==> src/rtl/mem_access_stage_if.sv <==
// Data-memory port of the memory-access stage.
// The stage is the master; the data memory is the slave.
interface mem_access_stage_if;
  logic [31:0] dm_addr;
  logic [31:0] dm_wdata;
  logic [3:0]  dm_byteen;
  logic        dm_we;
  logic [31:0] dm_pc;
  logic [31:0] dm_rdata;

  modport master (
    output dm_addr,
    output dm_wdata,
    output dm_byteen,
    output dm_we,
    output dm_pc,
    input  dm_rdata
  );

  modport slave (
    input  dm_addr,
    input  dm_wdata,
    input  dm_byteen,
    input  dm_we,
    input  dm_pc,
    output dm_rdata
  );
endinterface

==> src/rtl/mem_access_stage.sv <==
// Memory-access stage: E/M register, byte enables, AdEL/AdES
// detection, data-memory drive and load extension into M/W.
module mem_access_stage #(
  parameter logic [31:0] DM_BYTES = 32'h0000_4000
) (
  input  logic                     clk,
  input  logic                     reset,
  input  logic                     stall,
  input  logic                     flush,
  input  logic                     e_valid,
  input  logic [3:0]               e_memop,
  input  logic [31:0]              e_addr,
  input  logic [31:0]              e_wdata,
  input  logic [4:0]               e_wreg,
  input  logic [31:0]              e_pc,
  mem_access_stage_if.master       dm,
  output logic                     m_exc,
  output logic [4:0]               m_exccode,
  output logic [31:0]              m_badvaddr,
  output logic                     w_valid,
  output logic [4:0]               w_wreg,
  output logic [31:0]              w_data,
  output logic [31:0]              w_pc
);
  localparam logic [3:0] OP_LW  = 4'd1;
  localparam logic [3:0] OP_LH  = 4'd2;
  localparam logic [3:0] OP_LHU = 4'd3;
  localparam logic [3:0] OP_LB  = 4'd4;
  localparam logic [3:0] OP_LBU = 4'd5;
  localparam logic [3:0] OP_SW  = 4'd6;
  localparam logic [3:0] OP_SH  = 4'd7;
  localparam logic [3:0] OP_SB  = 4'd8;

  typedef struct packed {
    logic        valid;
    logic [3:0]  op;
    logic [31:0] addr;
    logic [31:0] wdata;
    logic [4:0]  wreg;
    logic [31:0] pc;
  } m_reg_t;

  m_reg_t      m_q;
  logic [1:0]  a;
  logic        is_w, is_h, is_b;
  logic        is_load, is_store, sext;
  logic        misal, oor, exc;
  logic [3:0]  ben;
  logic [15:0] half;
  logic [7:0]  byt;
  logic [31:0] ldata;
  logic        w_load;

  always_ff @(posedge clk or posedge reset) begin
    if (reset) begin
      m_q <= '0;
    end else if (flush) begin
      m_q <= '0;
    end else if (!stall) begin
      m_q.valid <= e_valid & (e_memop >= OP_LW)
                 & (e_memop <= OP_SB);
      m_q.op    <= e_memop;
      m_q.addr  <= e_addr;
      m_q.wdata <= e_wdata;
      m_q.wreg  <= e_wreg;
      m_q.pc    <= e_pc;
    end
  end

  assign a = m_q.addr[1:0];

  always_comb begin
    is_w     = (m_q.op == OP_LW) | (m_q.op == OP_SW);
    is_h     = (m_q.op == OP_LH) | (m_q.op == OP_LHU)
             | (m_q.op == OP_SH);
    is_b     = (m_q.op == OP_LB) | (m_q.op == OP_LBU)
             | (m_q.op == OP_SB);
    is_load  = (m_q.op >= OP_LW) & (m_q.op <= OP_LBU);
    is_store = (m_q.op >= OP_SW) & (m_q.op <= OP_SB);
    sext     = (m_q.op == OP_LH) | (m_q.op == OP_LB);
  end

  always_comb begin
    ben = 4'b0000;
    unique case (1'b1)
      is_w:    ben = 4'b1111;
      is_h:    ben = a[1] ? 4'b1100 : 4'b0011;
      is_b:    ben = 4'b0001 << a;
      default: ben = 4'b0000;
    endcase
  end

  // Range check has no wrap: addresses near 2^32 fault here.
  assign misal = (is_w & (a != 2'b00)) | (is_h & a[0]);
  assign oor   = m_q.addr >= DM_BYTES;
  assign exc   = m_q.valid & (misal | oor);

  assign m_exc      = exc;
  assign m_exccode  = !exc     ? 5'd0 :
                      is_store ? 5'd5 : 5'd4;
  assign m_badvaddr = exc ? m_q.addr : 32'h0;

  assign dm.dm_addr   = m_q.addr;
  assign dm.dm_wdata  = m_q.wdata;
  assign dm.dm_pc     = m_q.pc;
  assign dm.dm_byteen = (m_q.valid & ~exc) ? ben : 4'b0000;
  assign dm.dm_we     = m_q.valid & is_store & ~exc & ~stall;

  always_comb begin
    half = a[1] ? dm.dm_rdata[31:16] : dm.dm_rdata[15:0];
    case (a)
      2'd0:    byt = dm.dm_rdata[7:0];
      2'd1:    byt = dm.dm_rdata[15:8];
      2'd2:    byt = dm.dm_rdata[23:16];
      default: byt = dm.dm_rdata[31:24];
    endcase
    ldata = '0;
    unique case (1'b1)
      is_w:    ldata = dm.dm_rdata;
      is_h:    ldata = sext ? {{16{half[15]}}, half}
                            : {16'h0, half};
      is_b:    ldata = sext ? {{24{byt[7]}}, byt}
                            : {24'h0, byt};
      default: ldata = '0;
    endcase
  end

  assign w_load = m_q.valid & is_load & ~exc & ~stall & ~flush;

  always_ff @(posedge clk or posedge reset) begin
    if (reset) begin
      w_valid <= 1'b0;
      w_data  <= '0;
      w_wreg  <= '0;
      w_pc    <= '0;
    end else if (w_load) begin
      w_valid <= 1'b1;
      w_data  <= ldata;
      w_wreg  <= m_q.wreg;
      w_pc    <= m_q.pc;
    end else begin
      w_valid <= 1'b0;
      w_data  <= '0;
      w_wreg  <= '0;
      w_pc    <= '0;
    end
  end
endmodule

==> src/flat_wrapper.sv <==
// flat-port wrapper written by rule: the top's interface ports become plain ports
module mem_access_stage_flat 
#(
  parameter logic [31:0] DM_BYTES = 32'h0000_4000
)
  (clk, reset, stall, flush, e_valid, e_memop, e_addr, e_wdata, e_wreg, e_pc, m_exc, m_exccode, m_badvaddr, w_valid, w_wreg, w_data, w_pc, dm_dm_addr, dm_dm_wdata, dm_dm_byteen, dm_dm_we, dm_dm_pc, dm_dm_rdata);
  mem_access_stage_if dm_i ();
  input  logic clk;
  input  logic reset;
  input  logic stall;
  input  logic flush;
  input  logic e_valid;
  input  logic [3:0] e_memop;
  input  logic [31:0] e_addr;
  input  logic [31:0] e_wdata;
  input  logic [4:0] e_wreg;
  input  logic [31:0] e_pc;
  output logic m_exc;
  output logic [4:0] m_exccode;
  output logic [31:0] m_badvaddr;
  output logic w_valid;
  output logic [4:0] w_wreg;
  output logic [31:0] w_data;
  output logic [31:0] w_pc;
  output wire logic [$bits(dm_i.dm_addr)-1:0] dm_dm_addr;
  output wire logic [$bits(dm_i.dm_wdata)-1:0] dm_dm_wdata;
  output wire logic [$bits(dm_i.dm_byteen)-1:0] dm_dm_byteen;
  output wire logic [$bits(dm_i.dm_we)-1:0] dm_dm_we;
  output wire logic [$bits(dm_i.dm_pc)-1:0] dm_dm_pc;
  input wire logic [$bits(dm_i.dm_rdata)-1:0] dm_dm_rdata;
  assign dm_dm_addr = dm_i.dm_addr;
  assign dm_dm_wdata = dm_i.dm_wdata;
  assign dm_dm_byteen = dm_i.dm_byteen;
  assign dm_dm_we = dm_i.dm_we;
  assign dm_dm_pc = dm_i.dm_pc;
  assign dm_i.dm_rdata = dm_dm_rdata;
  mem_access_stage #(.DM_BYTES(DM_BYTES)) u_core (.clk(clk), .reset(reset), .stall(stall), .flush(flush), .e_valid(e_valid), .e_memop(e_memop), .e_addr(e_addr), .e_wdata(e_wdata), .e_wreg(e_wreg), .e_pc(e_pc), .dm(dm_i), .m_exc(m_exc), .m_exccode(m_exccode), .m_badvaddr(m_badvaddr), .w_valid(w_valid), .w_wreg(w_wreg), .w_data(w_data), .w_pc(w_pc));
endmodule
==> config.mk <==
export PLATFORM = sky130hd
export DESIGN_NAME = mem_access_stage_flat
export DESIGN_NICKNAME = d
export VERILOG_FILES = /design/src/rtl/mem_access_stage_if.sv /design/src/rtl/mem_access_stage.sv /design/src/flat_wrapper.sv
export SDC_FILE = /design/constraint.sdc
export NUM_CORES = 1
export LEC_CHECK = 0
export CORE_MARGIN = 1.5
export CORE_UTILIZATION = 43
export DETAILED_ROUTE_END_ITERATION = 8
export GPL_TIMING_DRIVEN = 0
export PLACE_DENSITY = 0.89
export SLEW_MARGIN = 20
export SYNTH_ARGS = -nofsm -noshare
export SYNTH_HDL_FRONTEND = slang
export SYNTH_SLANG_ARGS = --single-unit
==> constraint.sdc <==
create_clock -name clk -period 6.4 [get_ports clk]
set_input_delay 0.96 -clock clk [delete_from_list [all_inputs] [get_ports clk]]
set_output_delay 0.96 -clock clk [all_outputs]
set_load 0.01 [all_outputs]
-- Word-level counts from Yosys, hierarchy flattened
Index checks and enable logic that the tools add are counted.
W data, S select, Z words.
- logic and storage cells: 74
- output and inout port bits: 209
- register bits after elaboration: 176
- shift operators: 1
- order comparisons: 7
- reductions and logical operators: 2
- equal/unequal tests: 11
- bitwise gates (word level): 26
- mux-type cells: 17
- operator list (operator ; number):
    $mux W106 ; 2
    $mux W32 ; 5
    $pmux W32 S3 ; 1
    $ge A32 B15 Y1 const B ; 1
    $pmux W8 S3 ; 1
    $eq A4 B3 Y1 const B ; 4
    $mux W16 ; 1
    $and A1 B1 Y1 ; 15
    $pmux W4 S3 ; 1
    $mux W5 ; 2
    $eq A4 B2 Y1 const B ; 2
    $ge A4 B1 Y1 const B ; 2
    $le A4 B4 Y1 const B ; 2
    $mux W4 ; 2
    $or A1 B1 Y1 ; 8
    $eq A4 B1 Y1 const B ; 1
    $eq A4 B4 Y1 const B ; 1
    $ge A4 B3 Y1 const B ; 1
    $le A4 B3 Y1 const B ; 1
    $shl A1 B2 Y4 const A ; 1
    $not A1 Y1 ; 3
    $eq A2 B1 Y1 const B ; 1
    $eq A2 B2 Y1 const B ; 1
    $logic_not A2 Y1 ; 1
    other kinds (3) ; 4

-- Depth between registers and ports, before layout
- depth after elaboration: 12
- mapped depth: 10
- gate-level depth less buffers: 6

-- Worst setup path before layout
Ideal clock, no wire load.
- path type: input-to-output
- from: input stall
- to: output dm_dm_we
- arrival: 2.231 ns
- setup slack: 3.209 ns
- stages on the path: 4
- cell sequence: clkbuf_1 buf_1 buf_1 nor3_1
- cells in the longest elaborated chain, start to end: 2
- RTL lines (what ; line ; source):
    start: declaration ; flat_wrapper.sv:10 ; input logic stall;
    $not A1 Y1 ; mem_access_stage.sv:107 ; assign dm.dm_we = m_q.valid & is_store & ~exc & ~stall;
    $and A1 B1 Y1 ; mem_access_stage.sv:107 ;
    end: declaration ; flat_wrapper.sv:28 ; output wire logic [$bits(dm_i.dm_we)-1:0] dm_dm_we;
Every way passes these cells.

-- Worst setup path in the final report
Same ends and word-level chain as after synthesis.

==> impl_results.md <==
- Sequential element share of the synthesized area: 53.53%
- Largest cells by area after synthesis: dfrtp_1 (54%), mux2i_1 (14%), buf_4 (9.4%)
- Routed vias/inst: 4.935
- Synth area leader: dfrtp_1
- Combinational power share: 16.5%
- Final period util: 71.60%
- P per Cell Area: 209.2 nW/um^2
- Core footprint: 18710 sq um
- Syn Inst Count: 775
- First-pass GRT wire length: 38410 um
- CTS buffer count: 17
- Req. time, crit path: 5.44 ns
- Drt pass-1 iters: 7
- Max_slew headroom: 33.89%
- Worst Hold Class: register to register
- Hold path cells: 1
- TritonCTS clock tree: done
- Max H-tree Level: 4
- Yosys reg bits: 176
- Initial antenna violation count: 1
- Arr. time, crit path: 3.62 ns
- Antenna-violating nets left: 0
- Crit Path Category: input port to output pin
- Reg-to-reg critical path endpoint: u_core.w_data[14]$_DFF_PP0_
- Psw: 0.0007184 W
- CTS Hold Bufs: 0
- Sequential Power Share: 44.8%
- Number of flops mapped to enable cells by yosys: 0
- Reg-to-reg startpoint: u_core.dm.dm_addr[30]$_DFFE_PP0P_
- Worst vdd ir: 0.0001729 V
- Via count: 6859
- Wirelength per Cell: 17.99 um
- Finished Layout Cells: 1390
- Setup bufs post-CTS: 0
- 1st-iter DRT viols: 296
- Worst Skew: 0.01586 ns
- Synth-to-layout area growth: 53.24%
- Largest net degree at the start of global routing: 96
- Clk sinks: 176
- Grt ovf: 0
- Top FF cell, synth: dfrtp_1
- R2R setup slack: 3.59 ns
- Number of global-route vias before repair: 7048
- Worst setup EP type: output pin
- Post-synth ARST share: 100.0%
- Clk pwr share: 38.7%
- Die area: 19970 sq um
- Post-route setup slack: 1.817 ns
- Worst path max stage delay: 0.71 ns
- Most frequent CP cell: buf_1
- Dpl cells: 1357
- Largest fanout on the critical path: 10
- CTS clock-pin slew for the worst setup and hold paths: 0.08 ns
- Die Wd: 141.3 um
- RSZ-0062 raised after global routing: no
- Clock Latency Late Sink: 0.42 ns
- Cell Chain, Critical Path: clkbuf_1 -> buf_1 -> buf_1 -> nor3_1 -> clkdlybuf4s50_1
- GRT Overall Usage: 25.14%
- Post-CTS sizing: 0
- Slew Viols, Final: 0
- Final hold slack: 0.4920 ns
- Int Pwr: 0.001920 W
- Min-Delay Endpoint: u_core.w_wreg[4]$_DFF_PP0_
- Sw Share: 27.23%
- Nets: 1284
- Post-synth top area share: 53.53%
- Worst Reg2Reg Path Length in Cells: 6
- Static leakage: 5.839 nW
- Place WS: 1.748 ns
- I/O pin count: 351
- HP Start: u_core.m_q[36]$_DFFE_PP0P_
- Dpl hpwl: 18790 um
- Period minus WS final: 4.583 ns
- Max-cap check violation count: 0
- Initial Utilization: 43.99%
- Slowest library cell on the worst path: buf_1
- Netlist Area Pre-Place: 8228 sq um
- DRC Markers: 0
- Max Fclk: 218.2 MHz
- Total wire length: 25000 um
- Worst Tran Pin Value: 0.9778 ns
- Number of distinct library cells after synthesis: 42
- Fraction of layout cells with a size suffix above 1: 12.90%
- Clock root buffer: clkbuf_16
- Cell row count: 50
- Status: finished clean
- Setup TNS: 0 ns
- Avg Inst Size Synth: 10.62 sq um
- Die H: 141.3 um
- Yosys warns: 0
- # setup viols final: 0
- Global placer's final weighted congestion: 0.8758
- Setup crit start kind: input port
- Clock buffer depth: 2
- Fin. Hold Viols: 0
- I/O Buffers: 345
[registers in the layout (all words and copies together), names as in the netlist]
register and cells:
u_core.w_data 32, u_core.w_wreg 5, u_core.m_q 10, u_core.w_pc 32, u_core.w_valid 1, u_core.dm.dm_addr 32
u_core.dm.dm_wdata 32, u_core.dm.dm_pc 32
[kinds of logic (layout without fill, tap and decap cells)]
logic type,after synthesis,count (layout),share of synthesized area [%]
compound gates,55,55,4.669
flops,176,176,53.53
buf+inv,152,530,11.72
xor+xnor,1,1,0.1065
mux,116,116,14.13
other cells,1,4,0.04558
simple gates,274,274,15.80
[stage by stage]
step                      cell area (sq um)  total power, W  utilization, %
final                                 12610        0.002638           67.40
after global routing                  12610        0.002744           67.40
after CTS                             12610        0.002663           67.39
after detailed placement              12020        0.001639           64.24
after global placement                11980        0.001626           64.05
after floorplan                        8235        0.001412               -
[worst max path at each step]
stage	start	endpoint	slack, ns	cells after the start
floorplan	reset	u_core.dm.dm_addr[0]$_DFFE_PP0P_	0.67	1
global placement	reset	u_core.dm.dm_wdata[11]$_DFFE_PP0P_	-1.67	2
detailed placement	stall	dm_dm_we	1.75	5
CTS	stall	dm_dm_we	1.74	5
global route	stall	dm_dm_we	1.69	5
finish	stall	dm_dm_we	1.82	5
[per-layer routing]
layer,global-route usage [%],up-vias,part of all wire (%)
met5,0,-,0
met3,7.290,54,7.9
li1,-,3196,-
met4,11.73,0,3.6
met1,28.46,3303,38
met2,43.81,306,51
[cells in the mapped netlist, types with 6 or more instances]
library cell  number
a21oi_1           20
a221oi_1           8
a31oi_1            8
and2_1            68
buf_1             14
buf_2              6
buf_4            103
clkbuf_1          24
dfrtp_1          176
mux2i_1          115
nand2_1           37
nor2_1           135
nor3_1             7
nor4_1             6
[worst max-delay path, delay by kind of cell]
kind | cells | cell delay [ns]
buffers and inverters | 4 | 2.50
and+or+nand+nor | 1 | 0.16
[cell type report]
type,instances,area [sq um]
fillers,1408,6097
well taps,234,292.8
clock inverters,15,163.9
flip-flops and latches,176,4404
repair buffers,346,3481
inverters,5,26.28
plain buffers,147,945.9
multi-input cells,449,2867
diodes,1,2.502
clock buffers,17,425.4
[power groups by stage]
| stage | combinational (W) | clock [W] | sequential [W] |
|---|---|---|---|
| global route | 0.000468 | 0.00109 | 0.00119 |
| global placement | 0.000424 | 0 | 0.00120 |
| detailed placement | 0.000436 | 0 | 0.00120 |
| floorplan | 0.000221 | 0 | 0.00119 |
| finish | 0.000434 | 0.00102 | 0.00118 |
| CTS | 0.000438 | 0.00104 | 0.00118 |
[placed cells by master, fill, tap and decap left out, types with 6 or more instances in the layout]
| cell | instances |
|---|---|
| buf_1 | 14 |
| clkbuf_16 | 17 |
| nor2_1 | 135 |
| a21oi_1 | 20 |
| dfrtp_1 | 176 |
| nor3_1 | 7 |
| buf_2 | 6 |
| a31oi_1 | 8 |
| a221oi_1 | 8 |
| and2_1 | 68 |
| buf_4 | 103 |
| nor4_1 | 6 |
| mux2i_1 | 115 |
| clkdlybuf4s50_1 | 345 |
| clkbuf_1 | 24 |
| nand2_1 | 37 |
Power figures use the tool's default switching activity.
